==> src/rtl/mont_exit_transfer.sv <==
// Montgomery-domain exit: reduces both point coordinates by R^-1 mod Prime (R = 2^WIDTH).
// Latency WIDTH+2 edges from accepted start to done; starts while busy are ignored.
module mont_exit_transfer #(
  parameter int WIDTH = 32
) (
  input  logic             clk,
  input  logic             reset,
  input  logic             in_sig,
  input  logic [WIDTH-1:0] Px_i,
  input  logic [WIDTH-1:0] Py_i,
  input  logic [WIDTH-1:0] Prime,
  output logic [WIDTH-1:0] Px_out,
  output logic [WIDTH-1:0] Py_out,
  output logic             done,
  output logic             busy
);

  localparam int CW = (WIDTH > 1) ? $clog2(WIDTH) : 1;
  localparam logic [CW-1:0] LAST = CW'(WIDTH - 1);

  typedef enum logic [1:0] {S_IDLE, S_RED, S_FIX} state_t;

  state_t           r_state;
  state_t           w_next;
  logic [WIDTH:0]   r_tx;
  logic [WIDTH:0]   r_ty;
  logic [WIDTH-1:0] r_p;
  logic [CW-1:0]    r_cnt;
  logic [WIDTH-1:0] r_px;
  logic [WIDTH-1:0] r_py;
  logic             r_done;
  logic             r_busy;
  logic [WIDTH-1:0] w_fx;
  logic [WIDTH-1:0] w_fy;
  logic             w_x_ge;
  logic             w_y_ge;

  // One reduction step: make t even by adding p if needed, then halve.
  function automatic logic [WIDTH:0] red_step(input logic [WIDTH:0] t, input logic [WIDTH-1:0] p);
    logic [WIDTH+1:0] s;
    s = {1'b0, t} + (t[0] ? {2'b00, p} : '0);
    return s[WIDTH+1:1];
  endfunction

  always_ff @(posedge clk) begin
    if (reset) r_state <= S_IDLE;
    else       r_state <= w_next;
  end

  always_comb begin
    w_next = r_state;
    case (r_state)
      S_IDLE:  if (in_sig) w_next = S_RED;
      S_RED:   if (r_cnt == LAST) w_next = S_FIX;
      S_FIX:   w_next = S_IDLE;
      default: w_next = S_IDLE;
    endcase
  end

  assign w_x_ge = (r_tx >= {1'b0, r_p});
  assign w_y_ge = (r_ty >= {1'b0, r_p});
  assign w_fx   = w_x_ge ? (r_tx[WIDTH-1:0] - r_p) : r_tx[WIDTH-1:0];
  assign w_fy   = w_y_ge ? (r_ty[WIDTH-1:0] - r_p) : r_ty[WIDTH-1:0];

  always_ff @(posedge clk) begin
    if (reset) begin
      r_tx   <= '0;
      r_ty   <= '0;
      r_p    <= '0;
      r_cnt  <= '0;
      r_px   <= '0;
      r_py   <= '0;
      r_done <= 1'b0;
      r_busy <= 1'b0;
    end else begin
      r_done <= 1'b0;
      case (r_state)
        S_IDLE: begin
          if (in_sig) begin
            r_tx   <= {1'b0, Px_i};
            r_ty   <= {1'b0, Py_i};
            r_p    <= Prime;
            r_cnt  <= '0;
            r_busy <= 1'b1;
          end
        end
        S_RED: begin
          r_tx  <= red_step(r_tx, r_p);
          r_ty  <= red_step(r_ty, r_p);
          r_cnt <= r_cnt + CW'(1);
        end
        S_FIX: begin
          r_px   <= w_fx;
          r_py   <= w_fy;
          r_done <= 1'b1;
          r_busy <= 1'b0;
        end
        default: ;
      endcase
    end
  end

  assign Px_out = r_px;
  assign Py_out = r_py;
  assign done   = r_done;
  assign busy   = r_busy;

endmodule
==> config.mk <==
export PLATFORM = sky130hd
export DESIGN_NAME = mont_exit_transfer
export DESIGN_NICKNAME = d
export VERILOG_FILES = /design/src/rtl/mont_exit_transfer.sv
export SDC_FILE = /design/constraint.sdc
export NUM_CORES = 1
export LEC_CHECK = 0
export CAP_MARGIN = 20
export CORE_ASPECT_RATIO = 1.25
export CORE_MARGIN = 4
export CORE_UTILIZATION = 35
export CTS_BUF_LIST = sky130_fd_sc_hd__clkbuf_8
export CTS_CLUSTER_DIAMETER = 100
export DETAILED_ROUTE_END_ITERATION = 16
export SKIP_LAST_GASP = 1
export SLEW_MARGIN = 20
export SYNTH_ARGS = -nofsm -noshare
export SYNTH_HDL_FRONTEND = slang
export SYNTH_SLANG_ARGS = --single-unit
==> constraint.sdc <==
create_clock -name clk -period 3.9 [get_ports clk]
set_clock_uncertainty 0.05 [all_clocks]
set_input_delay 0.78 -clock clk [delete_from_list [all_inputs] [get_ports clk]]
set_output_delay 0.78 -clock clk [all_outputs]
set_load 0.1 [all_outputs]
==> flow_metrics.py <==
metrics = {
    "outcome": {
        "outcome": "complete, no violations",
    },
    "clock_network": {
        "clockBufferDepth": 2,
        "holdBufCountCts": 0,
        "cts.sinks": 171,
        "numCtsBuffers": 17,
        "cts_root_buf": "clkbuf_8",
        "postCtsSetupRepairBufs": 0,
        "clock_latency_ns": 0.53,
        "h-tree-depth": 4,
        "cts_tree": "yes",
        "post_cts_resized": 0,
        "clkTransAtPathRegs_ns": 0.10,
    },
    "synthesis": {
        "synth.avg_cell_area_um2": 7.54,
        "synth-edff-count": 0,
        "ys_seq_elements": 171,
        "syn_area_um2": 14000,
        "synth_cell_types": 78,
        "synth.top_cell.area_share_pct": 24.5,
        "synth.most_common_cell": "nand2_1",
        "synth_fp_nets": 2085,
        "yosys_most_used_dff": "dfxtp_1",
        "yosysTopAreaCell": "dfxtp_1",
        "synth_common_cells": "nand2_1, nor2_1, dfxtp_1, a21oi_1, ha_1",
        "synthTopCellsByArea": "dfxtp_1, ha_1, nand2_1, a21oi_1, nor2_1",
        "yosysSeqAreaShare_pct": 24.5,
        "postSynth.asyncResetShare_pct": 0,
        "synth_cells": 1852,
        "yosysWarnings": 0,
    },
    "detailed_routing": {
        "drc_errors": 0,
        "drt-met1-wl_mm": 22.0,
        "drt-initial-drc-count": 1020,
        "antenna_left": 0,
        "met3_length_mm": 2.52,
        "vias": 14500,
        "totalWireLength_mm": 51.4,
        "wl_per_cell_um": 20.8,
        "routed.top_layer": "met4",
        "first_pass_iters": 6,
        "viasPerCell": 5.84,
        "wl_met2_mm": 25.0,
    },
    "global_routing": {
        "grt_pass1_vias": 14300,
        "grt_pass1_wl_mm": 80.0,
        "grt.overflow.total": 0,
        "antenna_found_initial": 0,
        "grt_start_max_net_pins": 55,
        "track_usage_pct": 23.2,
    },
    "timing": {
        "maxSlewHeadroom_pct": 26.0,
        "hold_ws_ns": 0.413,
        "timing.final.crit_share_pct": 92.1,
        "rsz0062_at_grt": "true",
        "fin_crit_ns": 3.59,
        "finalHoldViolations": 0,
        "worst_pin_slew_ns": 1.11,
        "final-max-slew-violation-count": 0,
        "fmaxAchievable_mhz": 278,
        "setup_viol": 0,
    },
    "place": {
        "gp_congestion": 0.920,
        "place_inst": 2444,
        "postPlaceCellArea_um2": 16100,
        "io_buffers": 164,
        "dp_hpwl_mm": 39.4,
    },
    "cells_and_area": {
        "multi_input_area_um2": 9940,
        "areaGrowthSynthToFinish_pct": 18.4,
        "nets": 2198,
        "insertedDiodeCount": 0,
        "fillers": 4066,
        "final_cell_count_no_fill": 2476,
        "regArea_um2": 3420,
        "final_area_um2": 16500,
        "drive_above_1_share_pct": 5.06,
        "final_util_pct": 42.0,
    },
    "critical_path": {
        "cpPeakStageDelay_ns": 0.38,
        "setup.worst_path.start_class": "flip-flop",
        "crit_chain": "inv_1 -> nor2_1 -> ha_1 -> a21o_1 -> a211o_1 -> a311o_1 -> a221o_1 -> a32o_2 -> a221oi_4 -> xnor2_1 -> nor2_1 -> a311oi_1",
        "critPathSlowestCell": "a221oi_4",
        "end_kind": "flip-flop",
        "critical-path-top-cell-by-count": "nor2_1",
        "cp.required_ns": 4.29,
        "critPathTopFamily": "compound AO/OA/AOI/OAI gates",
        "critPathBufInv": 1,
        "critPathKind": "reg -> reg",
        "worstPathArrival_ns": 3.98,
        "crit_path_max_fanout": 11,
    },
    "power_and_ir_drop": {
        "power_density_nw_per_um2": 354,
        "ir_drop_mv": 0.237,
        "leakage_nw": 7.10,
    },
    "floorplan": {
        "num_io_pins": 165,
        "dieWidth_um": 187,
        "start_util_pct": 35.5,
        "die_y_um": 231,
        "die_area_um2": 43200,
        "core_um2": 39300,
        "row_count": 81,
    },
    "min_path": {
        "hold_class": "reg -> reg",
    },
    "run": {
        "drv_cap": 0,
    },
}
## stage by stage
step | total power (W) | setup slack, ns | setup TNS [ns]
detailed placement | 0.00449 | 0.230 | 0
CTS | 0.00587 | 0.195 | 0
global placement | 0.00449 | 0.341 | 0
finish | 0.00586 | 0.307 | 0
floorplan | 0.00372 | 0.569 | 0
global route | 0.00619 | -0.0743 | -0.0743
## path summary, 6_finish.rpt
check	endpoint	from	cells past startpoint	slack (ns)
setup / recovery	r_tx[22]	r_tx[0]	12	0.31
hold / removal	r_p[1]	r_p[1]	2	0.41
setup reg to reg	r_tx[22]	r_tx[0]	12	0.31
hold reg to reg	r_p[1]	r_p[1]	2	0.41
## state kept, by name, summed over array words and instances, names as in the netlist
| register | flops |
|---|---|
| r_tx | 33 |
| r_p | 32 |
| r_state | 2 |
| r_ty | 33 |
| Py_out | 32 |
| Px_out | 32 |
| r_cnt | 5 |
| busy | 1 |
| done | 1 |
## tightest hold or removal path: cells and delay by family (launching register included)
| kind | cells | cell delay, ns |
|---|---|---|
| flip-flops | 1 | 0.32 |
| AND/OR/NAND/NOR | 1 | 0.05 |
| AO/OA/AOI/OAI | 1 | 0.05 |
## cell families (layout without fill, tap and decap cells)
logic type / count (synthesis) / in the layout / synth area share (%)
xor gates and xnor gates: 105 / 105 / 6.58
AOI/OAI and AO/OA: 603 / 603 / 29.1
muxes: 45 / 45 / 3.24
buffers and inverters: 169 / 295 / 4.64
DFF: 171 / 171 / 24.5
adders and majority gates: 134 / 134 / 12.2
and+or+nand+nor: 625 / 625 / 19.7
## cell type report
cell class | count | area share, %
multi-input combinational | 1512 | 60.1
sequential | 171 | 20.7
timing repair buffer | 194 | 11.4
tap | 498 | 3.77
inverter | 69 | 1.57
clock buffer | 17 | 1.42
clock inverter | 15 | 0.992
## layer usage
layer	global-route usage, %	up-vias
li1	-	6978
met1	28.8	6937
met2	40.6	460
met3	3.25	91
met4	9.50	0
met5	0	-
## where the power goes
group / switching (W) / internal (W) / total (W)
Sequential: 0.000113 / 0.00183 / 0.00195
Combinational: 0.00155 / 0.000998 / 0.00255
Clock: 0.000785 / 0.000579 / 0.00136
## placed cells by master, fill, tap and decap left out, types with 5 or more instances in the layout
master / n
o21ai_0: 95
buf_4: 28
nor3_1: 12
nand2b_1: 13
nand3b_1: 7
nand3_1: 70
clkbuf_8: 17
a2111oi_0: 6
inv_1: 68
dfxtp_1: 171
or2_2: 5
o22ai_1: 23
o21bai_1: 17
or3_1: 11
o21a_1: 21
a32oi_1: 15
a31o_2: 11
o211ai_1: 7
and2_1: 6
a21o_1: 82
a21oi_1: 162
ha_1: 130
a41oi_1: 5
a211oi_1: 20
xnor2_1: 60
o21ai_1: 5
mux2i_1: 43
nand2_1: 260
o31ai_1: 7
xor2_1: 45
nor2_1: 172
a311oi_1: 38
a31oi_1: 18
a211o_1: 7
nor2b_1: 16
o311ai_0: 20
and3_1: 19
clkdlybuf4s50_1: 163
nand4_1: 17
Power figures use the tool's default switching activity.
